**config.mk**
```make
export PLATFORM = sky130hd
export DESIGN_NAME = instr_encoder
export DESIGN_NICKNAME = d
export VERILOG_FILES = /design/src/rtl/instr_encoder.sv
export SDC_FILE = /design/constraint.sdc
export NUM_CORES = 1
export LEC_CHECK = 0
export ABC_AREA = 1
export BUFFER_PORTS_ARGS = -buffer_cell sky130_fd_sc_hd__buf_4
export CORE_MARGIN = 8
export CORE_UTILIZATION = 51
export CTS_CLUSTER_DIAMETER = 40
export DETAILED_ROUTE_END_ITERATION = 10
export PLACE_DENSITY = 0.8
export SLEW_MARGIN = 20
export SYNTH_ARGS = -nofsm -noshare
export SYNTH_HDL_FRONTEND = slang
export SYNTH_SLANG_ARGS = --single-unit
```
**constraint.sdc**
```tcl
create_clock -name clk -period 2.1 [get_ports clk]
set_input_delay 0.42 -clock clk [delete_from_list [all_inputs] [get_ports clk]]
set_output_delay 0.42 -clock clk [all_outputs]
set_load 0.01 [all_outputs]
```
**src/rtl/instr_encoder.sv**
```systemverilog
// RV32I instruction encoder: packs symbolic LUI/AUIPC/JAL/JALR/BRANCH fields into
// 32-bit words with a range-checked immediate and an auto-incrementing word address.
module instr_encoder #(
  parameter int                ADDR_W    = 10,
  parameter logic [ADDR_W-1:0] BASE_ADDR = '0
) (
  input  logic              clk,
  input  logic              rst,
  input  logic              start,
  input  logic              in_valid,
  output logic              in_ready,
  input  logic [2:0]        in_op,
  input  logic [4:0]        in_rd,
  input  logic [4:0]        in_rs1,
  input  logic [4:0]        in_rs2,
  input  logic [2:0]        in_funct3,
  input  logic [31:0]       in_imm,
  output logic              out_valid,
  input  logic              out_ready,
  output logic [31:0]       out_word,
  output logic [ADDR_W-1:0] out_addr,
  output logic              err,
  output logic [2:0]        err_code,
  output logic [7:0]        err_count
);

  localparam logic [2:0] OP_LUI    = 3'd0;
  localparam logic [2:0] OP_AUIPC  = 3'd1;
  localparam logic [2:0] OP_JAL    = 3'd2;
  localparam logic [2:0] OP_JALR   = 3'd3;
  localparam logic [2:0] OP_BRANCH = 3'd4;

  localparam logic [2:0] E_NONE    = 3'd0;
  localparam logic [2:0] E_ILLEGAL = 3'd1;
  localparam logic [2:0] E_FUNCT3  = 3'd2;
  localparam logic [2:0] E_ALIGN   = 3'd3;
  localparam logic [2:0] E_RANGE   = 3'd4;
  localparam logic [2:0] E_ULOW    = 3'd5;

  typedef enum logic {S_EMPTY = 1'b0, S_FULL = 1'b1} state_t;

  function automatic logic [31:0] encode(
    input logic [2:0]  op,
    input logic [4:0]  rd,
    input logic [4:0]  rs1,
    input logic [4:0]  rs2,
    input logic [2:0]  f3,
    input logic [31:0] imm
  );
    logic [31:0] w;
    case (op)
      OP_LUI:    w = {imm[31:12], rd, 7'b0110111};
      OP_AUIPC:  w = {imm[31:12], rd, 7'b0010111};
      OP_JAL:    w = {imm[20], imm[10:1], imm[11], imm[19:12], rd, 7'b1101111};
      OP_JALR:   w = {imm[11:0], rs1, 3'b000, rd, 7'b1100111};
      OP_BRANCH: w = {imm[12], imm[10:5], rs2, rs1, f3, imm[4:1], imm[11], 7'b1100011};
      default:   w = 32'd0;
    endcase
    return w;
  endfunction

  function automatic logic [7:0] sat_inc8(input logic [7:0] v);
    return (v == 8'hFF) ? v : v + 8'd1;
  endfunction

  state_t              r_state;
  logic [31:0]         r_word_p1;
  logic [ADDR_W-1:0]   r_addr_p1;
  logic [ADDR_W-1:0]   r_next_addr;
  logic                r_err_p1;
  logic [2:0]          r_err_code;
  logic [7:0]          r_err_count;

  logic signed [31:0]  w_imm;
  logic [2:0]          w_code;
  logic [31:0]         w_word;
  logic                w_accept;
  logic [ADDR_W-1:0]   w_base;

  assign w_imm    = in_imm;
  assign in_ready = (r_state == S_EMPTY) || out_ready;
  assign w_accept = in_valid && in_ready;
  assign w_word   = encode(in_op, in_rd, in_rs1, in_rs2, in_funct3, in_imm);
  assign w_base   = start ? BASE_ADDR : r_next_addr;

  // Checks are ordered so the first failing one determines the reported code
  always_comb begin
    w_code = E_NONE;
    case (in_op)
      OP_LUI, OP_AUIPC: begin
        if (in_imm[11:0] != 12'd0) w_code = E_ULOW;
      end
      OP_JAL: begin
        if (in_imm[0]) w_code = E_ALIGN;
        else if (w_imm < -32'sd1048576 || w_imm > 32'sd1048574) w_code = E_RANGE;
      end
      OP_JALR: begin
        if (w_imm < -32'sd2048 || w_imm > 32'sd2047) w_code = E_RANGE;
      end
      OP_BRANCH: begin
        if (in_funct3 == 3'd2 || in_funct3 == 3'd3) w_code = E_FUNCT3;
        else if (in_imm[0]) w_code = E_ALIGN;
        else if (w_imm < -32'sd4096 || w_imm > 32'sd4094) w_code = E_RANGE;
      end
      default: w_code = E_ILLEGAL;
    endcase
  end

  // Stage p1: output register, address counter and error reporting
  always_ff @(posedge clk) begin
    if (rst) begin
      r_state     <= S_EMPTY;
      r_word_p1   <= 32'd0;
      r_addr_p1   <= '0;
      r_next_addr <= BASE_ADDR;
      r_err_p1    <= 1'b0;
      r_err_code  <= E_NONE;
      r_err_count <= 8'd0;
    end else begin
      r_err_p1 <= 1'b0;
      if (w_accept && w_code == E_NONE) begin
        r_state     <= S_FULL;
        r_word_p1   <= w_word;
        r_addr_p1   <= w_base;
        r_next_addr <= w_base + ADDR_W'(1);
      end else begin
        if (r_state == S_FULL && out_ready) r_state <= S_EMPTY;
        if (start) r_next_addr <= BASE_ADDR;
        if (w_accept) begin
          r_err_p1    <= 1'b1;
          r_err_code  <= w_code;
          r_err_count <= sat_inc8(r_err_count);
        end
      end
    end
  end

  assign out_valid = (r_state == S_FULL);
  assign out_word  = r_word_p1;
  assign out_addr  = r_addr_p1;
  assign err       = r_err_p1;
  assign err_code  = r_err_code;
  assign err_count = r_err_count;

endmodule

```
After elaboration in Yosys (flattened, before gate mapping). Cells that the tools add are included. Widths: inputs -> output; s select.

Flip-flop bits (word level): 65. Latch bits: 0. Memory bits (writable): 0. Bits in read-only memories: 0. Bits of input ports: 58. Output and inout port bits: 56. Logic and storage cells: 55. Memories kept: 0.

Add/sub/neg operators: 2. $mul: 0. Divide/modulo/power cells: 0. Magnitude comparators: 6. Eq/ne operators: 7. Shift operators: 0. Muxes and demuxes: 14. Bitwise operators: 3. Reduce and logical (&&, ||, !) cells: 16.

Operators with widths (number): $pmux 32 s5 (1); $gt 32x12->1 const B (1); $gt 32x13->1 const B (1); $gt 32x21->1 const B (1); $lt 32x12->1 const B (1); $lt 32x13->1 const B (1); $lt 32x21->1 const B (1); $mux 3 (7); $mux 10 (2); $eq 3x2->1 const B (4); $pmux 3 s4 (1); $reduce_bool 12->1 (1); $add 10x1->10 const B (1); $add 8x1->8 const B (1); $eq 8x8->1 const B (1); $logic_not 3->1 (2); $logic_or 1x1->1 (5); $reduce_or 2->1 (2); $eq 3x1->1 const B (1); $eq 3x3->1 const B (1); $logic_and 1x1->1 (3); $mux 1 (3); $not 1->1 (3); $reduce_and 3->1 (1); other kinds (2) (2).

Longest topological paths before layout.
Depth in word-level cells: 10. Mapped depth: 14. Depth with buffers taken out: 13.

Worst setup path after synthesis. OpenSTA, ideal clock, no wires.

Path type: input to register. Start: input port start. End: register r_next_addr[8]. Setup time: 132 ps. Arrival: 1697 ps. Data required time: 1968 ps. Slack: 270 ps. Cell stages on the path: 11. Buffers on the path: 1. Cells stage by stage: buf_2 inv_2 nand2_1 inv_1 ha_1 inv_1 nor3_1 nand4_1 xnor2_1 nand2_1 a21oi_1.

Word-level cells in the longest chain between the ends: 3.

RTL lines: from (decl) (line 9) `input logic start,`; $mux 10; net w_base[0] (line 78) `logic [ADDR_W-1:0] w_base;`; $add 10x1->10 (line 125) `r_next_addr <= w_base + ADDR_W'(1);`; $mux 10 (line 121) `if (w_accept && w_code == E_NONE) begin`; to (signal assigned) (line 125); to (decl) (line 69) `logic [ADDR_W-1:0] r_next_addr;`.

The timed path passes the listed nets, and every way through them passes these cells. A chain may end at the register's enable or synchronous reset.

Worst setup path in the final report.
Start: input port in_imm[28]. End: register r_word_p1[20], in the netlist out_word[20].

Word-level cells in the longest chain between the ends: 8. Elaborated cells between the ends (all ways): 18. Those cells by class: order compare (6); mux (7); reduce/logical (5).

RTL lines: from (decl) (line 17) `input logic [31:0] in_imm,`; $lt 32x13->1 or $gt 32x13->1 (tied branches) (line 103) `else if (w_imm < -32'sd4096 || w_imm > 32'sd4094) w_code = E_RANGE;`; $logic_or 1x1->1 (line 103); $mux 3 (line 103); $mux 3 (line 102) `else if (in_imm[0]) w_code = E_ALIGN;`; $mux 3 (line 101) `if (in_funct3 == 3'd2 || in_funct3 == 3'd3) w_code = E_FUNCT3;`; $pmux 3 s4 * (line 89) `case (in_op)`; $logic_not 3->1 * (line 121); $logic_and 1x1->1 * (line 121); to (signal assigned) (line 123) `r_word_p1 <= w_word;`; to (decl) (line 67) `logic [31:0] r_word_p1;`.

Every way passes the cells marked *; elsewhere a longest branch is shown, timed or not.

==> results.md <==
* Status: completed
* Drt first-iter violations at about 190
* #FFs+latches synth at 64
* Relative slew margins at 0.738
* Most common cell in the synthesized netlist: nand2_1
* Initial Util at 0.526
* Crit path max fanout at 19
* CTS tree: done
* Die Ht at about 100 um
* Vias in the first global route at 3930
* Sequential fraction of the synthesis area at 0.359
* Clock latency on the worst-skew pair at roughly 0.33 ns
* Final hold viol count at 0
* Dominant cells by area after synthesis: dfxtp_1 36%, nand2_1 21%, a21oi_1 8.5%, nor2_1 6.1%, inv_1 4.5%
* H-Tree Depth at 3
* TNS Setup at 0 ns
* RSZ-0062 raised after global routing: no
* DR DRC count at 0
* Mapped Nets at around 600
* Maximum clock path buffer count at 2
* Post-synth cell types at 32
* Max-cap violations at 0
* Antenna viol nets, final at 0
* Yosys Warn Count at 0
* Synth area leader: dfxtp_1
* Slew at the pin closest to its max-slew limit at between 0.3 and 0.4 ns
* Clock buffer count from CTS at 9
* Die area at 0.00994 mm2
* Setup Fix Bufs, Post-CTS at 0
* Leak Pwr at about 2.1 nW
* Fmax at ~570 MHz
* Part of the cycle the worst path needs at 0.841
* Setup Skew at 0.00577 ns
* P per Cell Area at ~570 mW/mm2
* Placed Instance Area at roughly 0.0046 mm2
* DIE WIDTH at ~100 um
* Fin cells at between 700 and 800
* Min Tclk post-route at about 1.8 ns
* Vias per inst at a little over 5
* Wire per inst at between 10 and 15 um
* Asr flop ratio synth at 0
* Slew Limit Fails at 0
* DR pass1 iterations at 4
* Layout cell share with drive strength beyond 1 at 0.248
* Avg Cell Area, Syn at 6.43 um2
* Crit path cell chain: buf_4 -> nor2_1 -> nand2_1 -> nor2_1 -> nand2_1 -> nor2_2 -> nand2_1 -> nand3_2 -> nand2_2 -> nor2_4 -> nand3_4 -> inv_4 -> buf_12 -> nand2_1 -> a21oi_1
* CP max stage cell: nor2_1
* Post-synthesis cell area at 0.00357 mm2
* IO Count at approximately 110
* CP Capture Type: flip-flop
* Critical path class: in -> reg
* ANT cells at 0
* Total power draw at around 2.7 mW
* First-pass GRT wire length at 18500 um
* Core Region at about 0.0068 mm2
* DR vias at 3967
* Largest net degree at the start of global routing at 28
* Cell Rows at 30
* Number of enable flip-flop cells after synthesis at 0
* Critical Path Most Common Cell: nand2_1
* Placed cells at ~760
* Routability congestion estimate at ~0.96
* Post-Route WL at about 11000 um
* Post_cts resized at 0
* Hold Slack at around 0.39 ns
* Post-CTS Hold Buffers at 0
* VDD IR max at between 0.3 and 0.4 mV
* Hold crit path type: in -> reg
* Tot GR Track Use at 0.228
* Clock slew at reported path FFs at roughly 0.070 ns
* Synth top area share at 0.359
* Synth cell count leaders: 198 x nand2_1, 64 x dfxtp_1, 61 x a21oi_1, 58 x nor2_1, 43 x inv_1
* Critical path arrival at between 2 and 2.5 ns
* # port buffers at 113
* WP data required at roughly 2.4 ns
* GRT overflow at 0
* Initial antenna violation count at 0
* CP peak stage delay at approximately 0.17 ns
* Post-layout instance area at ~0.0047 mm2
* CTS sink count at 64
* Nets at 734
* Top FF cell, synth: dfxtp_1
* Area Overhead vs Synth at 32.6%
* Clk root buf: clkbuf_8
* Reg2reg setup slack at just over 0.4 ns
* Final setup fails at 0
* Syn Inst Count at approximately 560
* HPWL after DPL at roughly 8700 um
* CP Launch Type: primary input
-- placed cells by master, fill, tap and decap left out --
master,instances
buf_12,3
nand3_4,1
clkinv_2,2
a22oi_1,1
nor4_1,1
dfxtp_1,64
a21oi_1,61
ha_1,2
nor2_4,4
nand4_1,7
nand3_1,19
nor2_1,58
o22ai_1,3
xnor2_1,4
nor4_2,1
clkinvlp_4,1
o21ai_0,23
nand3_2,3
o21a_1,1
buf_4,127
xor2_1,10
nand2_1,198
inv_4,1
a221oi_1,3
o211ai_1,4
nand4_2,1
inv_2,8
nor3_1,6
inv_1,43
clkbuf_1,1
nand2_2,3
clkbuf_8,11
a221o_1,1
nor2_2,2
-- state kept, by name, indices dropped and copies added, names as in the netlist --
| name | cells |
|---|---|
| out_word | 31 |
| out_addr | 10 |
| r_next_addr | 10 |
| err_count | 8 |
| err_code | 3 |
| err | 1 |
| out_valid | 1 |
-- final timing paths --
check,start,depth (start not counted),to
max,in_imm[28],15,out_word[20]
min,out_ready,4,out_valid
max reg2reg,err_count[0],8,err_count[0]
min reg2reg,out_addr[2],2,out_addr[2]
-- critical path, delay by kind of cell --
kind | cells | cell delay [ns]
and+or+nand+nor | 11 | 1.03
buffers and inverters | 3 | 0.46
AOI/OAI and AO/OA | 1 | 0.12
-- area by class of cell --
class                           instances  area (um2)
Fill cell                             603        2060
Multi-Input combinational cell        417        1950
Sequential cell                        64        1280
Timing Repair Buffer                  130        1010
Inverter                               52         198
Clock buffer                           12         155
Tap cell                               96         120
Clock inverter                          3        17.5
-- logic make-up after synthesis --
logic type,synth area share
AO/OA/AOI/OAI,0.146
XOR/XNOR,0.0343
adder cells (fa/ha/maj),0.00700
buffers and inverters,0.0949
flip-flops,0.359
AND/OR/NAND/NOR,0.360
-- per-layer routing --
layer	part of all wire	vias to the layer above	wire [um]	GRT usage
met4	0.027	0	303	0.0966
met5	0	-	0	0
met3	0.084	26	934	0.0677
met2	0.50	140	5550	0.400
li1	-	2013	-	-
met1	0.39	1788	4380	0.248
-- through the flow --
step                      setup WS (ns)  utilization
after floorplan                   0.270            -
after global placement           0.0348        0.672
after detailed placement        -0.0172        0.672
after CTS                         0.326        0.697
final                             0.333        0.697
after global routing             0.0948        0.697
-- power breakdown --
part           switching (mW)  total (mW)  internal (mW)
clock                   0.469       0.952          0.483
combinational           0.264       0.468          0.203
sequential             0.0189        1.26           1.24
Power figures use the tool's default switching activity.
